--- config.mk ---
export PLATFORM = sky130hd
export DESIGN_NAME = pc_pipe_reg
export DESIGN_NICKNAME = d
export VERILOG_FILES = /design/src/rtl/pc_pipe_reg.sv
export SDC_FILE = /design/constraint.sdc
export NUM_CORES = 1
export LEC_CHECK = 0
export CORE_ASPECT_RATIO = 0.7
export CORE_MARGIN = 2
export CORE_UTILIZATION = 38
export CTS_BUF_LIST = sky130_fd_sc_hd__clkbuf_2
export DETAILED_ROUTE_END_ITERATION = 16
export GPL_ROUTABILITY_DRIVEN = 0
export PLACE_DENSITY = 0.59
export SLEW_MARGIN = 20
export SYNTH_ARGS = -nofsm -noshare
export SYNTH_HDL_FRONTEND = slang
export SYNTH_SLANG_ARGS = --single-unit
--- constraint.sdc ---
create_clock -name CLK -period 3.17 [get_ports CLK]
set_input_delay 0.634 -clock CLK [delete_from_list [all_inputs] [get_ports CLK]]
set_output_delay 0.634 -clock CLK [all_outputs]
set_load 0.05 [all_outputs]
--- src/rtl/pc_pipe_reg.sv ---
// Fetch program counter with redirect/stall/flush control, the IF/ID PC pipeline
// register, and a circular history of the PCs that entered ID.
module pc_pipe_reg #(
    parameter int              XLEN       = 32,
    parameter logic [XLEN-1:0] RESET_PC   = '0,
    parameter int              INC        = 4,
    parameter int              HIST_DEPTH = 4
) (
    input  logic                          CLK,
    input  logic                          RST,
    input  logic                          Stall,
    input  logic                          Flush,
    input  logic                          Redirect,
    input  logic [XLEN-1:0]               Redirect_PC,
    output logic [XLEN-1:0]               PC_Out,
    output logic                          Misalign,
    output logic [XLEN-1:0]               PC_ID,
    output logic                          Valid_ID,
    input  logic [$clog2(HIST_DEPTH)-1:0] Hist_Sel,
    output logic [XLEN-1:0]               Hist_PC,
    output logic [$clog2(HIST_DEPTH):0]   Hist_Count
);

    localparam int HW = $clog2(HIST_DEPTH);
    localparam int CW = HW + 1;

    logic [XLEN-1:0] r_pc;
    logic            r_misalign;
    logic [XLEN-1:0] r_pc_id;
    logic            r_valid_id;
    logic [XLEN-1:0] r_hist [HIST_DEPTH];
    logic [HW-1:0]   r_wr_ptr;
    logic [CW-1:0]   r_count;

    logic            w_load_id;
    logic [HW-1:0]   w_rd_idx;
    logic            w_sel_valid;

    // A fresh valid PC enters ID only when nothing redirects, flushes or stalls.
    assign w_load_id = !Redirect && !Flush && !Stall;

    // NOTE: every sequential block uses non-blocking assignments so all
    // registers sample pre-edge values regardless of block ordering.
    always_ff @(posedge CLK or negedge RST) begin
        if (!RST) begin
            r_pc       <= RESET_PC;
            r_misalign <= 1'b0;
        end else if (Redirect) begin
            r_pc       <= {Redirect_PC[XLEN-1:2], 2'b00};
            r_misalign <= |Redirect_PC[1:0];
        end else if (!Stall) begin
            r_pc       <= r_pc + XLEN'(INC);
        end
    end

    always_ff @(posedge CLK or negedge RST) begin
        if (!RST) begin
            r_pc_id    <= '0;
            r_valid_id <= 1'b0;
        end else if (Redirect || Flush) begin
            r_valid_id <= 1'b0;
        end else if (!Stall) begin
            r_pc_id    <= r_pc;
            r_valid_id <= 1'b1;
        end
    end

    // NOTE: the history array is reset because readback must return zeros for
    // entries never written; this keeps it in flops rather than a RAM macro.
    always_ff @(posedge CLK or negedge RST) begin
        if (!RST) begin
            for (int i = 0; i < HIST_DEPTH; i++) begin
                r_hist[i] <= '0;
            end
            r_wr_ptr <= '0;
            r_count  <= '0;
        end else if (w_load_id) begin
            r_hist[r_wr_ptr] <= r_pc;
            r_wr_ptr         <= r_wr_ptr + HW'(1);
            if (r_count != CW'(HIST_DEPTH)) begin
                r_count <= r_count + CW'(1);
            end
        end
    end

    // Entry written Hist_Sel writes ago sits just behind the write pointer.
    assign w_rd_idx    = r_wr_ptr - HW'(1) - Hist_Sel;
    assign w_sel_valid = CW'(Hist_Sel) < r_count;

    // NOTE: the combinational read assigns its output on every path, so no
    // latch can be inferred.
    always_comb begin
        Hist_PC = '0;
        if (w_sel_valid) begin
            Hist_PC = r_hist[w_rd_idx];
        end
    end

    assign PC_Out     = r_pc;
    assign Misalign   = r_misalign;
    assign PC_ID      = r_pc_id;
    assign Valid_ID   = r_valid_id;
    assign Hist_Count = r_count;

endmodule
==> flow_metrics.tcl <==
set metrics [dict create \
    rsz0062_at_grt "true" \
    final_area_sq_um 11600 \
    die-area_sq_um 24400 \
    critPathLaunchType "flip-flop" \
    clk_latency_ns 0.79 \
    num_io_pins 140 \
    maxCapViolCount 0 \
    syn_inst 706 \
    hold_class "in2reg" \
    yosysWarnings 0 \
    tightest_slew_ns 0.929 \
    violations "negative setup slack" \
    path_cells "ha_4, xor2_2, xnor2_2, buf_6, buf_12, buf_12, mux2i_1, o22ai_1, buf_12" \
    drive_above_1_share_pct 36.6 \
    r2r_end "PC_Out[26]$_DFFE_PN0N_" \
    clk_pin_slew_ns 0.28 \
    rows 46 \
    cpPeakStageDelay_ns 0.48 \
    drt_iter0_drc 343 \
    die_x_um 186 \
    status "finished, violations left" \
    r2r_cells 4 \
    final_cell_mix "dfrtp_1 (187), mux2_2 (150), clkdlybuf4s50_1 (101), buf_12 (38), mux2i_1 (31)" \
    synth_fa_ha_area_share_pct 1.28 \
    cts_inserted_buffers 17 \
    grt_max_degree 111 \
    finalPower_mw 13.1 \
    post_drt_wl_per_cell_um 20.5 \
    grt_pass1_vias 6389 \
    critPathLaunch "r_wr_ptr[0]$_DFFE_PN0P_" \
    drc 0 \
    cts_tree "yes" \
    post-route-period-util_pct 106 \
    relSlewSlack_pct 38.1 \
    synth-compound-area-share_pct 5.95 \
    setup_viol 30 \
    place_area_sq_um 10800 \
    arrival_ns 2.72 \
    synth_simple_gate_area_share_pct 7.74 \
    min_period_ns 3.35 \
    coreArea_sq_um 22700 \
    hold_viol_final 0 \
    root_buffer "clkbuf_2" \
    cts_sinks 187 \
    fillers 1968 \
    crit_path_frequent_cell "buf_12" \
    synth_top_flop_cell "dfrtp_1" \
    layout.nets 880 \
    synth_top_family_by_area "multiplexers" \
    initial_core_util_pct 38.8 \
    slowest_stage "dfrtp_1" \
    finalWorstSetupSlack_ns -0.180 \
    p_per_area_nw_per_um2 1130 \
    h-tree-depth 4 \
    grt.overflow.total 0 \
    routed_via_density 5.31 \
    synth_xor_area_share_pct 1.69 \
    dp_hpwl_um 15800 \
    num_vias 6142 \
    fin_hold_ws_ns 0.380 \
    max_clock_freq_mhz 298 \
    leakage_nw 4.74 \
    criticalPathCategory "reg2out" \
    first_pass_iters 4 \
    area_growth_pct 31.4 \
    critPathCaptureType "primary output" \
    required_ns 2.54 \
    ys_seq_area_share_pct 53.1 \
    path_max_fanout 7 \
    synthesis.area_sq_um 8810 \
    grt_pass1_wl_um 37000 \
    numPortBuffers 133 \
    synth_edf_count 0 \
    min_from "Redirect_PC[9]" \
    drt_wl_total_um 23700 \
    grt_antenna_before_repair 1 \
    mostFrequentLayoutCell "dfrtp_1" \
    cts_buffer_depth 2 \
    async_flop_share_pct 100 \
    drtAntennaViolNets 0 \
    synthMuxAreaShare_pct 26.1 \
    synth_cell_types 46 \
    die_y_um 131 \
    vdd.ir_drop.worst_mv 0.783 \
    track_usage_pct 19.8 \
    regToRegStartpoint "PC_Out[7]$_DFFE_PN0N_" \
    synth.avg_cell_area_sq_um 12.5 \
    worst-r2r-setup-slack_ns 0.95 \
    drv_slew 0 \
    num_antenna_cells 0 \
    skew_ns 0.0538 \
    synth-seq-cells 187 \
    endpoint "Hist_PC[6]" \
]
-- Yosys cell counts (5+ instances only) --
cell,instances,area [sq um]
nand2_1,29,109
o21ai_0,17,85.1
inv_1,10,37.5
o31ai_1,10,75.1
xor2_1,6,52.6
or4_1,12,90.1
a31oi_1,10,62.6
dfrtp_1,187,4680
nand3_1,14,70.1
ha_1,9,113
a21oi_1,5,25.0
buf_4,6,45.0
mux2i_1,61,611
xnor2_1,11,96.3
nor2_1,16,60.1
mux2_2,150,1690
nor4_1,7,43.8
buf_2,27,135
and2_1,6,37.5
clkbuf_1,32,120
o22ai_1,30,188
and3_1,5,31.3
nand4_1,10,62.6
-- where the power goes --
| group | switching (mW) | internal (mW) | leakage, nW |
|---|---|---|---|
| Sequential | 0.704 | 3.26 | 2.27 |
| Clock | 0.914 | 0.241 | 0.134 |
| Combinational | 4.09 | 3.90 | 2.33 |
-- critical path: cells and delay by family (launching register included) --
family / cells / cell delay [ns]
AO/OA/AOI/OAI: 1 / 0.25
XOR/XNOR: 2 / 0.29
adder cells (fa/ha/maj): 1 / 0.18
buffers and inverters: 4 / 0.62
flip-flops: 1 / 0.48
multiplexers: 1 / 0.12
-- metrics by stage --
| stage | TNS (ns) | worst slack (ns) | util (%) | instances |
|---|---|---|---|---|
| 4_1_cts | -6.73 | -0.253 | 49.9 | 1159 |
| 2_1_floorplan | 0 | 0.0772 | - | 711 |
| 5_1_grt | -8.66 | -0.346 | 50.9 | 1157 |
| 3_5_place_dp | -7.93 | -0.317 | 47.7 | 1118 |
| 6_report | -3.54 | -0.180 | 50.9 | 1157 |
| 3_3_place_gp | -7.89 | -0.316 | 47.7 | 1118 |
-- layout make-up --
class	instances	area [sq um]	area share (%)
Clock buffer	17	85.1	0.735
Tap cell	312	390	3.37
Timing Repair Buffer	169	2030	17.6
Multi-Input combinational cell	447	4220	36.5
Inverter	10	37.5	0.324
Sequential cell	187	4680	40.4
Clock inverter	15	129	1.11
-- registers in the layout, indices dropped and copies added (netlist names) --
| signal | cells |
|---|---|
| PC_ID | 30 |
| PC_Out | 30 |
| Hist_Count | 3 |
| Misalign | 1 |
| r_hist | 120 |
| r_wr_ptr | 2 |
| Valid_ID | 1 |
-- timing repair --
| action | CTS | global route |
|---|---|---|
| resized for setup | 26 | 51 |
| hold buffers | 1 | 0 |
| pin swaps | 5 | 5 |
| endpoints found under the setup margin | 30 | 31 |
| endpoints found under the hold margin | 108 | 0 |
| cloned | 3 | 0 |
| buffers inserted | 5 | 0 |
-- kinds of logic (layout without fill, tap and decap cells) --
group	after synthesis	in the layout
compound gates	83	83
mux	211	211
xor+xnor	17	17
fa+ha+maj	9	9
simple gates	121	121
flops	187	187
other cells	1	6
buf+inv	77	211
-- how the worst min path moves through the flow --
| stage | to | slack (ns) | cells after the start |
|---|---|---|---|
| final | PC_Out[9]$_DFFE_PN0N_ | 0.38 | 3 |
| after global routing | PC_Out[7]$_DFFE_PN0N_ | 0.29 | 3 |
| after CTS | PC_Out[7]$_DFFE_PN0N_ | 0.31 | 3 |
| after detailed placement | r_hist[75]$_DFFE_PN0P_ | 0.49 | 1 |
| after global placement | r_hist[116]$_DFFE_PN0P_ | 0.49 | 1 |
| after floorplan | Hist_Count[0]$_DFFE_PN0P_ | 0.34 | 0 |
-- metal layers --
layer	share of wire (%)	track usage (%)	up-vias
met5	0.055	0	-
met4	0.79	3.81	2
met3	5.5	5.29	12
met2	46	29.7	147
met1	48	29.0	3171
li1	-	-	2810
No activity file was read; power rests on OpenSTA's default activity.
